## src/rtl/cordic_ch_scheduler.sv

```systemverilog
// ---------------------------------------------------------------------------
// cordic_ch_scheduler
//   Shares one CORDIC sin/cos pipeline between NCH NCO channels.
//   Each channel has a 32-bit phase accumulator, a tuning word (FTW), a phase
//   offset (POFF) and an enable bit. Enabled channels are served round-robin.
//   Every issued phase word is tagged with its channel. Returning sin/cos
//   samples are paired with their tags and buffered for a valid/ready consumer.
//   The CORDIC has no backpressure, so issue is limited by credits. One credit
//   is held for each free output FIFO slot, which means no result is ever lost.
//
// Ports
//   clk_i, rst_i       clock, asynchronous active-high reset (also resets CORDIC)
//   run_i              global issue enable
//   cfg_we_i           config write strobe
//   cfg_addr_i         {ch, sel}: 0=FTW 1=POFF 2=ENABLE(bit0) 3=ACC clear
//   cfg_wdata_i        config write data
//   cordic_valid_o     phase word valid towards the CORDIC
//   cordic_phase_o     phase word towards the CORDIC (2^32 = 2*pi)
//   cordic_valid_i     result valid from the CORDIC
//   cordic_sin_i/cos_i result samples, signed Q1.15
//   m_valid_o/ready_i  output handshake (first-word-fall-through)
//   m_ch_o             channel of the output sample
//   m_sin_o/m_cos_o    output sample
//   err_o              sticky: a result arrived with no tag outstanding
// ---------------------------------------------------------------------------

// ---------------------------------------------------------------------------
// cordic_ch_scheduler_fifo
//   Small first-word-fall-through FIFO. The caller guarantees that it never
//   pushes when the FIFO is full and never pops when it is empty.
// Ports
//   clk_i, rst_i   clock, asynchronous active-high reset
//   push, wdata    write side
//   pop, rdata     read side; rdata shows the head entry while !empty
//   empty          no entries stored
// ---------------------------------------------------------------------------
module cordic_ch_scheduler_fifo #(
    parameter int W     = 8,
    parameter int DEPTH = 32
) (
    input  logic         clk_i,
    input  logic         rst_i,
    input  logic         push,
    input  logic [W-1:0] wdata,
    input  logic         pop,
    output logic [W-1:0] rdata,
    output logic         empty
);
    localparam int AW = $clog2(DEPTH);

    logic [W-1:0]  mem [DEPTH];
    logic [AW-1:0] wr_ptr;
    logic [AW-1:0] rd_ptr;
    logic [AW:0]   count;

    assign empty = (count == '0);
    assign rdata = mem[rd_ptr];

    // Storage is not reset; the contents are meaningless while empty.
    always_ff @(posedge clk_i) begin
        if (push) begin
            mem[wr_ptr] <= wdata;
        end
    end

    always_ff @(posedge clk_i or posedge rst_i) begin
        if (rst_i) begin
            wr_ptr <= '0;
            rd_ptr <= '0;
            count  <= '0;
        end else begin
            if (push) begin
                wr_ptr <= wr_ptr + AW'(1);
            end
            if (pop) begin
                rd_ptr <= rd_ptr + AW'(1);
            end
            case ({push, pop})
                2'b10:   count <= count + (AW+1)'(1);
                2'b01:   count <= count - (AW+1)'(1);
                default: count <= count;
            endcase
        end
    end
endmodule

module cordic_ch_scheduler #(
    parameter int NCH        = 4,
    parameter int CH_W       = 2,
    parameter int FIFO_DEPTH = 32
) (
    input  logic            clk_i,
    input  logic            rst_i,
    input  logic            run_i,
    input  logic            cfg_we_i,
    input  logic [CH_W+1:0] cfg_addr_i,
    input  logic [31:0]     cfg_wdata_i,
    output logic            cordic_valid_o,
    output logic [31:0]     cordic_phase_o,
    input  logic            cordic_valid_i,
    input  logic [15:0]     cordic_sin_i,
    input  logic [15:0]     cordic_cos_i,
    output logic            m_valid_o,
    input  logic            m_ready_i,
    output logic [CH_W-1:0] m_ch_o,
    output logic [15:0]     m_sin_o,
    output logic [15:0]     m_cos_o,
    output logic            err_o
);
    localparam int CW = $clog2(FIFO_DEPTH) + 1;

    // Per-channel NCO state
    logic [31:0]     acc_q  [NCH];
    logic [31:0]     ftw_q  [NCH];
    logic [31:0]     poff_q [NCH];
    logic [NCH-1:0]  en_q;
    logic [CH_W-1:0] rr_ptr_q;
    logic [CW-1:0]   credits_q;

    // Config decode
    logic [CH_W-1:0] cfg_ch;
    logic [1:0]      cfg_sel;

    assign cfg_ch  = cfg_addr_i[CH_W+1:2];
    assign cfg_sel = cfg_addr_i[1:0];

    // Round-robin selection: first enabled channel at or after rr_ptr
    logic [CH_W-1:0] sel_ch;
    logic [CH_W-1:0] cand;
    logic            sel_found;
    logic            issue;

    always_comb begin
        sel_ch    = rr_ptr_q;
        sel_found = 1'b0;
        cand      = rr_ptr_q;
        for (int unsigned i = 0; i < NCH; i++) begin
            cand = rr_ptr_q + CH_W'(i);
            if (!sel_found && en_q[cand]) begin
                sel_ch    = cand;
                sel_found = 1'b1;
            end
        end
    end

    assign issue = run_i && (credits_q != '0) && sel_found;

    // Tag and output FIFOs
    logic            tag_empty;
    logic [CH_W-1:0] tag_head;
    logic            tag_pop;
    logic            drop;
    logic            out_empty;
    logic            out_pop;
    logic [CH_W+31:0] out_head;

    assign tag_pop = cordic_valid_i && !tag_empty;
    assign drop    = cordic_valid_i && tag_empty;
    assign out_pop = m_valid_o && m_ready_i;

    cordic_ch_scheduler_fifo #(
        .W     (CH_W),
        .DEPTH (FIFO_DEPTH)
    ) u_tag_fifo (
        .clk_i (clk_i),
        .rst_i (rst_i),
        .push  (issue),
        .wdata (sel_ch),
        .pop   (tag_pop),
        .rdata (tag_head),
        .empty (tag_empty)
    );

    cordic_ch_scheduler_fifo #(
        .W     (CH_W + 32),
        .DEPTH (FIFO_DEPTH)
    ) u_out_fifo (
        .clk_i (clk_i),
        .rst_i (rst_i),
        .push  (tag_pop),
        .wdata ({tag_head, cordic_sin_i, cordic_cos_i}),
        .pop   (out_pop),
        .rdata (out_head),
        .empty (out_empty)
    );

    // Data outputs are forced to zero while nothing is valid, so that the
    // unreset FIFO storage never shows up on the ports after reset.
    assign m_valid_o = !out_empty;
    assign m_ch_o    = m_valid_o ? out_head[CH_W+31:32] : '0;
    assign m_sin_o   = m_valid_o ? out_head[31:16]      : '0;
    assign m_cos_o   = m_valid_o ? out_head[15:0]       : '0;

    // Issue, credits, configuration and error state
    always_ff @(posedge clk_i or posedge rst_i) begin
        if (rst_i) begin
            for (int unsigned i = 0; i < NCH; i++) begin
                acc_q[i]  <= '0;
                ftw_q[i]  <= '0;
                poff_q[i] <= '0;
            end
            en_q           <= '0;
            rr_ptr_q       <= '0;
            credits_q      <= CW'(FIFO_DEPTH);
            cordic_valid_o <= 1'b0;
            cordic_phase_o <= '0;
            err_o          <= 1'b0;
        end else begin
            cordic_valid_o <= issue;
            if (issue) begin
                cordic_phase_o  <= acc_q[sel_ch] + poff_q[sel_ch];
                acc_q[sel_ch]   <= acc_q[sel_ch] + ftw_q[sel_ch];
                rr_ptr_q        <= sel_ch + CH_W'(1);
            end

            case ({issue, out_pop})
                2'b10:   credits_q <= credits_q - CW'(1);
                2'b01:   credits_q <= credits_q + CW'(1);
                default: credits_q <= credits_q;
            endcase

            if (drop) begin
                err_o <= 1'b1;
            end

            // Placed after the issue update so an ACC clear overrides a
            // coincident accumulate of the same channel.
            if (cfg_we_i) begin
                case (cfg_sel)
                    2'd0:    ftw_q[cfg_ch]  <= cfg_wdata_i;
                    2'd1:    poff_q[cfg_ch] <= cfg_wdata_i;
                    2'd2:    en_q[cfg_ch]   <= cfg_wdata_i[0];
                    default: acc_q[cfg_ch]  <= '0;
                endcase
            end
        end
    end
endmodule

```

## config.mk

```make
export PLATFORM = sky130hd
export DESIGN_NAME = cordic_ch_scheduler
export DESIGN_NICKNAME = d
export VERILOG_FILES = /design/src/rtl/cordic_ch_scheduler.sv
export SDC_FILE = /design/constraint.sdc
export NUM_CORES = 2
export LEC_CHECK = 0
export ABC_AREA = 1
export BUFFER_PORTS_ARGS = -buffer_cell sky130_fd_sc_hd__buf_4
export CAP_MARGIN = 30
export CORE_MARGIN = 5
export CORE_UTILIZATION = 57
export CTS_BUF_LIST = sky130_fd_sc_hd__clkbuf_4 sky130_fd_sc_hd__clkbuf_8 sky130_fd_sc_hd__clkbuf_16
export DETAILED_ROUTE_END_ITERATION = 10
export PLACE_DENSITY = 0.73
export SLEW_MARGIN = 0
export SYNTH_ARGS = -nofsm -noshare
export SYNTH_HDL_FRONTEND = slang
export SYNTH_HIERARCHICAL = 1
export SYNTH_SLANG_ARGS = --single-unit
```

## constraint.sdc

```tcl
create_clock -name clk_i -period 11.66 [get_ports clk_i]
set_input_delay 0 -clock clk_i [delete_from_list [all_inputs] [get_ports clk_i]]
set_output_delay 0 -clock clk_i [all_outputs]
set_load 0.02 [all_outputs]
```

== Yosys cells after proc, flatten, opt, wreduce, memory -nomap -nowiden ==
Memory sizes are Yosys's and may differ from the RTL's.
Index checks and enable logic that the tools add are counted.
Widths: inputs -> output; s select.

* Bits in registers: 462
* RAM bits: 1152
* Input port bits: 74
* Output and inout port bits: 69
* Word-level logic and storage cells: 138
* Memories: 2

{| class="wikitable"
|+ Memories
! name !! words !! bits a word !! rd ports !! clocked after Yosys merged registers in !! write ports !! line !! text
|-
| u_out_fifo.mem || 32 || 34 || 1 || 0 || 1 || 51 || <nowiki>logic [W-1:0] mem [DEPTH];</nowiki>
|-
| u_tag_fifo.mem || 32 || 2 || 1 || 0 || 1 || 51 ||
|}

* Add/sub/neg operators: 16
* Magnitude comparators: 10
* Equal/unequal tests: 8
* Multiplexer cells: 47
* Bitwise logic cells: 4
* Reductions and logical operators: 27

{| class="wikitable"
|+ Operators with widths
! kind !! count
|-
| $bwmux 128 || 3
|-
| $mux 128 || 3
|-
| $mux 32 || 8
|-
| $bmux 32 s2 || 3
|-
| $and 128x128->128 || 1
|-
| $demux 32 s2 || 2
|-
| $not 128->128 || 1
|-
| $add 32x32->32 || 2
|-
| $pmux 6 s2 || 3
|-
| $mux 16 || 2
|-
| $add 5x1->5 const B || 4
|-
| $add 6x1->6 const B || 3
|-
| $sub 6x1->6 const B || 3
|-
| $lt 2x3->1 const B || 5
|-
| $mux 1 || 13
|-
| $logic_not 6->1 || 2
|-
| $logic_and 1x1->1 || 11
|-
| $bmux 1 s2 || 4
|-
| $eq 2x1->1 const B || 4
|-
| $eq 2x2->1 const B || 4
|-
| $mux 2 || 4
|-
| $ge 3x3->1 const B || 2
|-
| $lt 3x1->1 const B || 2
|-
| $not 2->3 || 2
|-
| 11 further kinds || 21
|}

== Depth between registers and ports, before layout ==
* Word-level depth: 22
* Gate-level depth with buffers: 33
* Depth with buffers taken out: 31

== Cells and area by module ==
Netlist, hierarchy kept.

{| class="wikitable"
|+ By module, submodules not included
! module !! instances !! cells an instance !! area each (µm²) !! sequential area each (µm²)
|-
| cordic_ch_scheduler_fifo (u_out_fifo) || 1 || 3729 || 44659.1 || 33071.7
|-
| cordic_ch_scheduler || 1 || 3854 || 26057.5 || 10761.6
|-
| cordic_ch_scheduler_fifo (u_tag_fifo) || 1 || 380 || 3791.1 || 2322.2
|}

== Worst setup path after synthesis ==
No wires, ideal clock.

* Path type: register to register
* Start: register rr_ptr_q[1]
* End: register acc_q[126] (netlist bit)
* Library setup time: 113 ps
* Data arrival time: 4391 ps
* Required time: 11547 ps
* Slack: 7156 ps
* Stages on the path, launching flop included: 28
* Buffers on the path: 5
* Period minus slack after synthesis: 4504 ps
* Cells stage by stage: dfrtp_1 > buf_6 > inv_2 > nand2_1 > nand2_1 > nand2_1 > nand2_2 > nand4_2 > nand2_4 > nand2_4 > inv_4 > buf_2 > clkbuf_1 > clkbuf_1 > clkbuf_1 > o21ai_0 > o22ai_1 > ha_1 > a21oi_1 > o21ai_0 > a21oi_1 > o21ai_0 > a21oi_1 > nand2_1 > nand2_2 > nand3_1 > nand2_1 > inv_1

* Word-level cells in the longest chain between the ends: 22
* Elaborated cells on any way between the ends: 43
* Those cells by class: add/sub: 4; order compare: 2; mux: 27; bitwise: 2; reduce/logical: 8

{| class="wikitable"
|+ RTL lines
! element !! line !! text
|-
| start, declared || 117 || <nowiki>logic [CH_W-1:0] rr_ptr_q;</nowiki>
|-
| start signal, assigned || 213 || <nowiki>rr_ptr_q <= sel_ch + CH_W'(1);</nowiki>
|-
| branches (longest 11 deep; another with $add 2x1->2) || - ||
|-
| $mux 2 (*) || 139 || <nowiki>if (!sel_found && en_q[cand]) begin</nowiki>
|-
| via sel_ch[0] || 128 || <nowiki>logic [CH_W-1:0] sel_ch;</nowiki>
|-
| $not 2->3 (not written as such) (*) || 212 || <nowiki>acc_q[sel_ch] <= acc_q[sel_ch] + ftw_q[sel_ch];</nowiki>
|-
| $bmux 32 s2 (tied with other cells) || 212 ||
|-
| $mux 32 (not written as such) or $logic_and 1x1->1 (tied branches) || 212 ||
|-
| $mux 32 (not written as such) || 212 ||
|-
| $add 32x32->32 or $demux 32 s2 (tied branches) || 212 ||
|-
| $bwmux 128 (*) || 212 ||
|-
| $mux 128 (*) || 210 || <nowiki>if (issue) begin</nowiki>
|-
| $and 128x128->128 (no line) || - ||
|-
| $mux 128 || 229 || <nowiki>case (cfg_sel)</nowiki>
|-
| $mux 128 (*) || 228 || <nowiki>if (cfg_we_i) begin</nowiki>
|-
| end signal, assigned by index || 212 ||
|-
| end, declared || 113 || <nowiki>logic [31:0] acc_q [NCH];</nowiki>
|}

Mark *: on every way through the listed nets, which the timed path passes. The select of a mux whose other input is x is not followed.
A chain may end at the register's enable or synchronous reset.

== Final worst setup path ==
* Start: register rr_ptr_q[0]
* End: register acc_q[123] (netlist bit)

* Word-level cells in the longest chain between the ends: 22
* Elaborated cells on any way between the ends: 43
* Those cells by class: add/sub: 4; order compare: 2; mux: 27; bitwise: 2; reduce/logical: 8

{| class="wikitable"
|+ RTL lines
! element !! line
|-
| branches (longest 18 deep; another with $add 2x1->2) || -
|-
| $mux 128 (*) || 210
|-
| $and 128x128->128 (no line) || -
|-
| $mux 128 || 229
|-
| $mux 128 (*) || 228
|}

Every way passes the cells marked *. The select of a mux whose other input is x is not followed.

==> impl_metrics.json <==
{
  "fin_crit_sh": 0.548,
  "timing.rr.end": "acc_q[123]$_DFF_PP0_",
  "post-dp-hpwl_um": 124000,
  "setup_violations": 0,
  "synth_area_leaders": "edfxtp_1 46%, dfrtp_1 15%, nand2_1 9.9%",
  "min_to": "poff_q[77]$_DFFE_PP0P_",
  "die_y_um": 372,
  "synth-main-ff-cell": "edfxtp_1",
  "drive_above_1_share": 0.0764,
  "gp_congestion": 0.942,
  "syn_to_final_growth_pct": 11.7,
  "ff2ff_setup_slack_ns": 5.27,
  "avgSynthCellArea_um2": 9.36,
  "hold_viol_final": 0,
  "worst_ep_required_time_ns": 12.35,
  "clkLatencyLatePin_ns": 0.80,
  "grt_pass1_wl_um": 329000,
  "rsz0062_at_grt": "no",
  "grt_max_degree": 229,
  "grt-ovfl-total": 0,
  "start_util": 0.575,
  "htree_levels": 4,
  "start_kind": "flop",
  "viasPerCell": 5.80,
  "synthArstFlopShare": 0.286,
  "cp_data_arrival_time_ns": 7.08,
  "ant_nets": 0,
  "numPortBuffers": 142,
  "route.final.wire_length_um": 217000,
  "track_usage": 0.312,
  "synth_top_cell_area_share": 0.464,
  "cts-buffers-inserted": 166,
  "maxSlewViolCount": 0,
  "synth_cells": 7963,
  "row_count": 132,
  "syn-num-nets": 8104,
  "ys_types": 54,
  "synth.most_common_cell": "nand2_1",
  "clockRootBuffer": "clkbuf_16",
  "cp_max_fo": 78,
  "ios": 143,
  "synth_warnings": 6,
  "timing.fmax_mhz": 157,
  "coreArea_um2": 130000,
  "final_area_um2": 83200,
  "final_nets": 8196,
  "synth_edf_count": 1152,
  "clk_pin_slew_ns": 0.06,
  "dr.pass1.iters": 5,
  "fill_cells": 10200,
  "hold_path_startpoint": "cfg_wdata_i[13]",
  "yosysSeqAreaShare": 0.619,
  "dpl_cell_area_um2": 76700,
  "wl_per_cell_um": 21.8,
  "antenna_found_initial": 13,
  "hold_path_depth": 4,
  "drv_cap": 0,
  "die_x_um": 372,
  "max_stage_delay_ns": 0.87,
  "final_core_util": 0.642,
  "cts_buffer_depth": 3,
  "critPathKind": "reg2reg",
  "worstMarginPinSlew_ns": 1.07,
  "whs_ns": 0.0382,
  "period_needed_ns": 6.39,
  "ys_ff_latch": 1614,
  "syn_area_um2": 74500,
  "yosys.area.top_type": "edfxtp_1",
  "ff2ff_path_depth": 23,
  "drc": 0,
  "fin_setup_tns_ns": 0,
  "worst_setup_path_end_kind": "flop",
  "grt_pass1_vias": 54900,
  "worst_hold_path_type": "in2reg",
  "die_area_um2": 138000,
  "cts_tree": "yes",
  "dr.first_iter.drc_count": 7188,
  "vias": 57700,
  "clock_skew_ns": 0.0268,
  "r2r-start": "rr_ptr_q[0]$_DFFE_PP0P_",
  "cts_sinks": 1614,
  "synth_common_cells": "1974 x nand2_1, 1152 x edfxtp_1, 1017 x nor2_1, 740 x nand3_1, 706 x o21ai_0",
  "status": "completed",
  "cpMaxStageDelayCell": "buf_4",
  "cts_setup_buffers": 0,
  "crit_chain": "inv_2, nand2_1, nand2_1, nand2_1, nand2_2, nand3_1, nand2_1, nand2_4, nand2_8, inv_4, buf_4, o21ai_0, o21ai_0, ha_1, a21oi_1, o21ai_0, o21bai_1, a21oi_1, nand2_1, nand2_1, nand3_1, nand2_1, inv_1",
  "slew_headroom": 0.285,
  "timing.critical_path.mode_cell": "nand2_1"
}
==> per-stage QoR <==
stage	std cells	setup WS (ns)
6_report	9945	5.27
5_1_grt	9943	4.84
4_1_cts	9937	5.32
3_5_place_dp	9525	5.37
3_3_place_gp	9521	5.45
2_1_floorplan	7963	5.86
==> timing repair <==
action / in CTS / in global routing
hold endpoints to repair: 1388 / 0
hold buffers: 103 / 0
gates resized for setup: 0 / 0
==> worst max path at each step <==
| stage | cells past startpoint | to | from |
|---|---|---|---|
| floorplan | 1 | acc_q[0]$_DFF_PP0_ | rst_i |
| finish | 23 | acc_q[123]$_DFF_PP0_ | rr_ptr_q[0]$_DFFE_PP0P_ |
| global route | 26 | acc_q[89]$_DFF_PP0_ | rr_ptr_q[0]$_DFFE_PP0P_ |
| global placement | 23 | acc_q[91]$_DFF_PP0_ | rr_ptr_q[0]$_DFFE_PP0P_ |
| detailed placement | 27 | acc_q[80]$_DFF_PP0_ | rr_ptr_q[0]$_DFFE_PP0P_ |
| CTS | 23 | acc_q[123]$_DFF_PP0_ | rr_ptr_q[0]$_DFFE_PP0P_ |
==> per-layer routing <==
layer  part of all wire  GRT usage
met5                  0          0
met4              0.043      0.124
met3              0.088     0.0454
met2               0.48      0.518
met1               0.39      0.417
==> registers in the layout, summed over array words and instances, names as in the netlist, 6 cells and up <==
| signal | flops |
|---|---|
| acc_q | 128 |
| cordic_phase_o | 32 |
| credits_q | 6 |
| ftw_q | 128 |
| poff_q | 128 |
| u_out_fifo/count | 6 |
| u_out_fifo/mem | 1088 |
| u_tag_fifo/count | 6 |
| u_tag_fifo/mem | 64 |
==> worst max-delay path, delay by kind of cell (launching register included) <==
family | cells | cell delay (ns)
buffers and inverters | 4 | 1.71
AOI/OAI and AO/OA | 6 | 1.53
and+or+nand+nor | 12 | 1.78
adders and majority gates | 1 | 0.45
DFF | 1 | 0.67
==> cell type report <==
cell class | count | area [um^2] | area share
Antenna cell | 7 | 17.5 | 0.000211
Clock buffer | 221 | 4650 | 0.0558
Clock inverter | 88 | 776 | 0.00932
Inverter | 705 | 2680 | 0.0322
Multi-Input combinational cell | 5229 | 23800 | 0.286
Sequential cell | 1614 | 46200 | 0.555
Tap cell | 1742 | 2180 | 0.0262
Timing Repair Buffer | 339 | 2930 | 0.0352
==> kinds of logic after synthesis <==
| family | synth area share |
|---|---|
| AND/OR/NAND/NOR | 0.210 |
| buffers and inverters | 0.0655 |
| adder cells (fa/ha/maj) | 0.0114 |
| AO/OA/AOI/OAI | 0.0877 |
| XOR/XNOR | 0.00573 |
| flip-flops | 0.619 |
==> layout by cell type (no fill, tap or decap), types with 12 or more instances in the layout <==
master	Yosys	layout
buf_4	20	228
o22ai_1	30	30
nand2_1	1974	1973
nand3b_1	24	24
nand2_2	25	24
nand4_1	21	21
nand3_1	740	736
ha_1	66	66
edfxtp_1	1152	1152
clkbuf_4	0	46
o21ai_0	706	706
nor2_1	1017	976
dlygate4sd3_1	0	103
o21ai_1	145	145
inv_1	690	688
xor2_1	37	37
nor2_4	1	40
clkbuf_16	0	168
a21oi_1	357	357
clkinv_2	0	26
dfrtp_1	461	457
nor3_1	12	12
clkinv_1	4	37
Power is not shown: default switching activity piles up to over one toggle a cycle in this logic, so the estimate is an artifact.
